===== src/rtl/piso_shift_feeder.sv =====
// piso_shift_feeder: buffers up to two parallel words and streams them
// bit-serially into a downstream SIPO with a per-word shift enable.
module piso_shift_feeder #(
    parameter int WIDTH      = 4,
    parameter bit MSB_FIRST  = 1'b1,
    parameter int GAP_CYCLES = 0
) (
    input  logic             clk,
    input  logic             rst,
    input  logic             in_valid,
    output logic             in_ready,
    input  logic [WIDTH-1:0] in_data,
    output logic             ShiftEn,
    output logic             ShiftIn,
    output logic             word_done,
    output logic             busy
);
    localparam int BW = $clog2(WIDTH);
    localparam logic [BW-1:0] LAST_BIT = BW'(WIDTH - 1);
    localparam bit HAS_GAP = (GAP_CYCLES > 0);
    localparam logic [3:0] LAST_GAP =
        HAS_GAP ? 4'(GAP_CYCLES - 1) : 4'd0;

    typedef enum logic [1:0] {IDLE, SHIFT, GAP} state_t;

    state_t           state, stateNext;
    logic [WIDTH-1:0] fifoMem [2];
    logic             wrPtr, rdPtr;
    logic [1:0]       fifoCount, countNext;
    logic             push, pop, doLoad;
    logic [WIDTH-1:0] headWord, shreg, shregNext;
    logic [BW-1:0]    bitCnt, bitCntNext;
    logic [3:0]       gapCnt, gapCntNext;
    logic             shiftEnNext, shiftInNext;
    logic             wordDoneNext, busyNext;

    function automatic logic bitOf(
        input logic [WIDTH-1:0] w,
        input logic [BW-1:0]    idx
    );
        logic [BW-1:0] pos;
        pos = MSB_FIRST ? LAST_BIT - idx : idx;
        return w[pos];
    endfunction

    assign in_ready = ~rst & (fifoCount != 2'd2);
    assign push     = in_valid & in_ready;
    assign pop      = doLoad;
    assign headWord = fifoMem[rdPtr];

    assign countNext = fifoCount + {1'b0, push} - {1'b0, pop};

    always_comb begin
        stateNext    = state;
        shregNext    = shreg;
        bitCntNext   = bitCnt;
        gapCntNext   = gapCnt;
        shiftEnNext  = 1'b0;
        shiftInNext  = 1'b0;
        wordDoneNext = 1'b0;
        doLoad       = 1'b0;
        unique case (state)
            IDLE: begin
                doLoad = (fifoCount != 2'd0);
            end
            SHIFT: begin
                if (bitCnt == LAST_BIT) begin
                    wordDoneNext = 1'b1;
                    if (HAS_GAP) begin
                        stateNext  = GAP;
                        gapCntNext = 4'd0;
                    end else if (fifoCount != 2'd0) begin
                        doLoad = 1'b1;
                    end else begin
                        stateNext = IDLE;
                    end
                end else begin
                    bitCntNext  = bitCnt + 1'b1;
                    shiftEnNext = 1'b1;
                    shiftInNext = bitOf(shreg, bitCntNext);
                end
            end
            GAP: begin
                if (gapCnt == LAST_GAP) begin
                    if (fifoCount != 2'd0) doLoad = 1'b1;
                    else                   stateNext = IDLE;
                end else begin
                    gapCntNext = gapCnt + 4'd1;
                end
            end
            default: stateNext = IDLE;
        endcase
        // A load always starts a fresh word, whichever state it comes from
        if (doLoad) begin
            stateNext   = SHIFT;
            shregNext   = headWord;
            bitCntNext  = '0;
            shiftEnNext = 1'b1;
            shiftInNext = bitOf(headWord, '0);
        end
    end

    assign busyNext = (stateNext != IDLE) | (countNext != 2'd0);

    always_ff @(posedge clk) begin
        if (push) fifoMem[wrPtr] <= in_data;
    end

    always_ff @(posedge clk) begin
        if (rst) begin
            state     <= IDLE;
            wrPtr     <= 1'b0;
            rdPtr     <= 1'b0;
            fifoCount <= 2'd0;
            shreg     <= '0;
            bitCnt    <= '0;
            gapCnt    <= 4'd0;
            ShiftEn   <= 1'b0;
            ShiftIn   <= 1'b0;
            word_done <= 1'b0;
            busy      <= 1'b0;
        end else begin
            state     <= stateNext;
            wrPtr     <= wrPtr ^ push;
            rdPtr     <= rdPtr ^ pop;
            fifoCount <= countNext;
            shreg     <= shregNext;
            bitCnt    <= bitCntNext;
            gapCnt    <= gapCntNext;
            ShiftEn   <= shiftEnNext;
            ShiftIn   <= shiftInNext;
            word_done <= wordDoneNext;
            busy      <= busyNext;
        end
    end
endmodule


===== config.mk =====
export PLATFORM = sky130hd
export DESIGN_NAME = piso_shift_feeder
export DESIGN_NICKNAME = d
export VERILOG_FILES = /design/src/rtl/piso_shift_feeder.sv
export SDC_FILE = /design/constraint.sdc
export NUM_CORES = 1
export LEC_CHECK = 0
export ABC_CLOCK_PERIOD_IN_PS = 3170
export CELL_PAD_IN_SITES_DETAIL_PLACEMENT = 1
export CELL_PAD_IN_SITES_GLOBAL_PLACEMENT = 1
export CORE_ASPECT_RATIO = 1.75
export CORE_MARGIN = 5
export CORE_UTILIZATION = 40
export CTS_BUF_LIST = sky130_fd_sc_hd__clkbuf_16
export CTS_CLUSTER_SIZE = 10
export DETAILED_ROUTE_END_ITERATION = 10
export HOLD_SLACK_MARGIN = 0.02
export MAX_ROUTING_LAYER = met4
export PLACE_DENSITY_LB_ADDON = 0.1
export REMOVE_ABC_BUFFERS = 1
export SYNTH_ARGS = -nofsm -noshare
export SYNTH_HDL_FRONTEND = slang
export SYNTH_SLANG_ARGS = --single-unit

===== constraint.sdc =====
create_clock -name clk -period 3.17 [get_ports clk]
set_input_delay 0.4755 -clock clk [delete_from_list [all_inputs] [get_ports clk]]
set_output_delay 0.4755 -clock clk [all_outputs]
set_load 0.005 [all_outputs]

# Word-level counts from Yosys, hierarchy flattened

Memories as Yosys holds them, arrays and structs flattened. A register that Yosys moved wholly into a read port is not among the register bits.
Cells that the tools add are included.

Register bits after elaboration: 20
Bits in writable memories: 8
Bits of input ports: 7
Output and inout port bits: 5
Logic and storage cells: 61
Memories kept: 1

$add $sub $neg: 5
Magnitude comparators: 1
Equality and inequality tests: 4
Muxes and demuxes: 21
Bitwise operators: 9
Reductions and logical operators: 9

Memory list:

| name    | words | bits a word | read ports | clocked after Yosys merged registers in | wr ports | line | RTL |
|---|---|---|---|---|---|---|---|
| fifoMem | 2     | 4           | 1          | 1                                       | 1        | 27   | `logic [WIDTH-1:0] fifoMem [2];` |

Operators with widths:

| kind                  | count |
|---|---|
| $mux W1               | 14 |
| $mux W2               | 4 |
| $pmux W2 S3           | 1 |
| $reduce_bool A2 Y1    | 3 |
| $add A4 B1 Y4 const B | 1 |
| $eq A2 B2 Y1 const B  | 2 |
| $logic_not A4 Y1      | 1 |
| $not A1 Y1            | 4 |
| $reduce_and A2 Y1     | 2 |
| $reduce_or A2 Y1      | 2 |
| $lt A2 B3 Y1 const B  | 1 |
| $pmux W1 S3           | 1 |
| $add A2 B1 Y2         | 1 |
| $add A2 B1 Y2 const B | 1 |
| $and A1 B1 Y1         | 2 |
| $bmux W1 S2           | 1 |
| $eq A2 B1 Y1 const B  | 1 |
| $logic_not A2 Y1      | 1 |
| $ne A2 B2 Y1 const B  | 1 |
| $sub A2 B1 Y2         | 1 |
| $sub A2 B2 Y2 const A | 1 |
| $xor A1 B1 Y1         | 2 |
| $or A1 B1 Y1          | 1 |

# Depth between registers and ports, before layout

Word-level depth: 7
Depth in mapped cells: 11

# Least setup slack after synthesis

Ideal clock, no wire load.

Path kind: reg2reg
From: reg state[0]
To: reg fifoCount[1]
Setup time: 0.071 ns
Data arrival time: 2.348 ns
Required time: 3.099 ns
Path slack: 0.752 ns
Stages on the path, launching flop included: 11
Buffers on the path: 0
Cell sequence: dfxtp_1 inv_1 ha_1 nor2_1 nor3_1 nand2_1 xnor2_1 ha_1 xor2_1 or4_1 a21oi_1

Word-level cells in the longest chain between the ends: 3
Elaborated cells on any way between the ends: 5

Ends and longest elaborated chain:

| what                                       | line | RTL |
|---|---|---|
| from (decl)                                | 26   | `state_t state, stateNext;` |
| from (signal assigned)                     | 123  | `state <= stateNext;` |
| $eq A2 B2 Y1, or another cell as far along | 62   | `unique case (state)` |
| $pmux W1 S3 *                              | 62   |  |
| $sub A2 B1 Y2 *                            | 51   | `assign countNext = fifoCount + {1'b0, push} - {1'b0, pop};` |
| to (signal assigned)                       | 126  | `fifoCount <= countNext;` |
| to (decl)                                  | 29   | `logic [1:0] fifoCount, countNext;` |

Every way passes the cells marked *; elsewhere a longest branch is shown, timed or not.
A chain may end at the register's enable or synchronous reset.

# Final worst setup path

Same ends and word-level chain as after synthesis.

==> results.json <==
{
  "cts_inserted_buffers": 3,
  "drtIter0Drc": 31,
  "die_area_mm2": 0.00441,
  "die_y_um": 84.1,
  "cts_tree": "yes",
  "maxCapViolations": 0,
  "final_common_cell": "dfxtp_1",
  "yosys-top-cells-area": "dfxtp_1, edfxtp_1, ha_1, mux2i_1, a211oi_1",
  "cp_data_arrival_time_ns": 2.82,
  "fill_cells": 341,
  "cts_hold_buf": 0,
  "yosysTopAreaCellShare_pct": 31.9,
  "ys_types": 35,
  "synth-seq-cells": 28,
  "worst_setup_path_start_kind": "flip-flop",
  "grt_first_pass_wirelength_um": 4660,
  "max_freq_ghz": 0.382,
  "setup-tns-final_ns": 0,
  "critical_path.endpoint_type": "flip-flop",
  "vias": 929,
  "num_antenna_cells": 0,
  "boundaryPins": 12,
  "synthArstFlopShare_pct": 0,
  "first_pass_iters": 4,
  "cp_max_fo": 7,
  "viasPerCell": 5.37,
  "syn_inst": 116,
  "area_growth_pct": 19.9,
  "fin_ws_ns": 0.552,
  "worst_hold_path_type": "reg -> reg",
  "cts_sinks": 28,
  "post_cts_resized": 0,
  "synth_ff_type": "dfxtp_1",
  "layout.nets": 148,
  "power_leakage_nw": 0.585,
  "ys_seq_area_share_pct": 51.0,
  "finClkSkew_ns": 0.00265,
  "rows": 27,
  "avgSynthCellArea_um2": 10.8,
  "core_mm2": 0.00307,
  "wl_per_cell_um": 16.7,
  "path_class": "reg -> reg",
  "finalHoldViolCount": 0,
  "yosysWarningCount": 0,
  "rsz0062_at_grt": "false",
  "h-tree-depth": 1,
  "synthesis.area_mm2": 0.00126,
  "layout_worst_path_cycle_share_pct": 82.6,
  "post_dp_cell_area_mm2": 0.00143,
  "cts_root_buf": "clkbuf_16",
  "start_util_pct": 40.9,
  "status": "complete, no violations",
  "cts_setup_buffers": 0,
  "clock_latency_ns": 0.27,
  "overflow": 0,
  "p_total_mw": 1.17,
  "final_max_slew_viol_count": 0,
  "route.detailed.drc": 0,
  "antenna_found_initial": 0,
  "final_cell_mix": "dfxtp_1, clkdlybuf4s50_1, ha_1",
  "reg2reg_slack_ns": 0.55,
  "path_clk_slew_ns": 0.07,
  "dp_hpwl_um": 2230,
  "grt.total_usage_pct": 15.2,
  "die_w_um": 52.4,
  "worst_pin_slew_ns": 0.555,
  "stdcell_area_mm2": 0.00151,
  "vdd_ir_drop_max_uv": 489,
  "setup_viol": 0,
  "place_ws_ns": 0.607,
  "place_congestion": 0.858,
  "grt_max_degree": 20,
  "clk_path_buf_depth": 2,
  "synth_top_area_cell": "dfxtp_1",
  "ant_nets": 0,
  "powerDensity_mw_per_mm2": 777,
  "drive_above_1_share_pct": 9.23,
  "relSlewSlack_pct": 62.6,
  "grt_pass1_vias": 1013,
  "min_period_ns": 2.62,
  "drt_wl_total_um": 2890,
  "synth_edf_count": 8,
  "portBuffers": 11,
  "critical_path_required_ns": 3.37
}
Yosys cell counts, types with 2 or more instances:
cell / count
dfxtp_1: 20
ha_1: 10
edfxtp_1: 8
inv_1: 8
nor2_1: 8
a21oi_1: 7
mux2i_1: 6
a211oi_1: 5
nor3_1: 4
nand2_1: 3
nor2b_1: 3
o21ai_0: 3
xnor2_1: 3
buf_1: 2
clkbuf_1: 2
o21a_1: 2
o22ai_1: 2
o31ai_1: 2
xor2_1: 2
routing by layer:
layer	up-vias	wire (um)	GRT usage (%)
met2	23	1800	28.8
met5	-	0	-
met4	0	89	9.07
met3	7	81	2.66
li1	443	-	-
met1	456	915	12.6
sequential cells by signal, summed over array words and instances (netlist names):
register,flops
rdPtr,1
gapCnt,4
fifoCount,2
shreg,4
fifoMem,8
ShiftEn,1
bitCnt,2
ShiftIn,1
state,2
wrPtr,1
word_done,1
busy,1
worst paths after layout:
path / depth (start not counted) / start / to
worst max-delay path: 10 / state[0]$_SDFF_PP0_ / fifoCount[1]$_SDFF_PP0_
worst min-delay path: 1 / shreg[3]$_SDFFE_PP0P_ / shreg[3]$_SDFFE_PP0P_
worst max register to register: 10 / state[0]$_SDFF_PP0_ / fifoCount[1]$_SDFF_PP0_
worst min register to register: 1 / shreg[3]$_SDFFE_PP0P_ / shreg[3]$_SDFFE_PP0P_
report_power, final:
group,internal (mW),switching (mW)
registers,0.445,0.0587
clock network,0.170,0.121
logic,0.189,0.187
layout make-up:
cell class                      count  area, um^2  share of cell area (%)
Sequential cell                    28         641                    42.5
Multi-Input combinational cell     76         571                    37.9
Tap cell                           43        53.8                    3.57
Inverter                            8        30.0                    1.99
Clock inverter                      1        3.75                   0.249
Timing Repair Buffer               14         133                    8.80
Clock buffer                        3        75.1                    4.98
metrics by stage:
stage	hold slack [ns]	util, %	instances
floorplan	0.435	-	112
global placement	0.448	46.4	169
detailed placement	0.448	46.4	169
CTS	0.503	49.0	173
global route	0.537	49.0	173
finish	0.492	49.0	173
worst max-delay path: stages (launching register included):
cell,delay (ns)
dfxtp_1,0.41
inv_1,0.11
ha_1,0.27
nor4bb_1,0.16
or3_1,0.46
nand2_1,0.15
xnor2_1,0.07
ha_1,0.19
xor2_1,0.16
or4_1,0.41
a21oi_1,0.15
cell families (layout without fill, tap and decap cells):
group | count (synthesis) | in the layout | share of synthesized area [%]
and+or+nand+nor | 30 | 30 | 13.2
buffers and inverters | 12 | 26 | 3.59
DFF | 28 | 28 | 51.0
adders and majority gates | 10 | 10 | 9.96
AOI/OAI and AO/OA | 24 | 24 | 12.2
xor gates and xnor gates | 5 | 5 | 3.49
muxes | 7 | 7 | 6.57
Power figures use the tool's default switching activity.
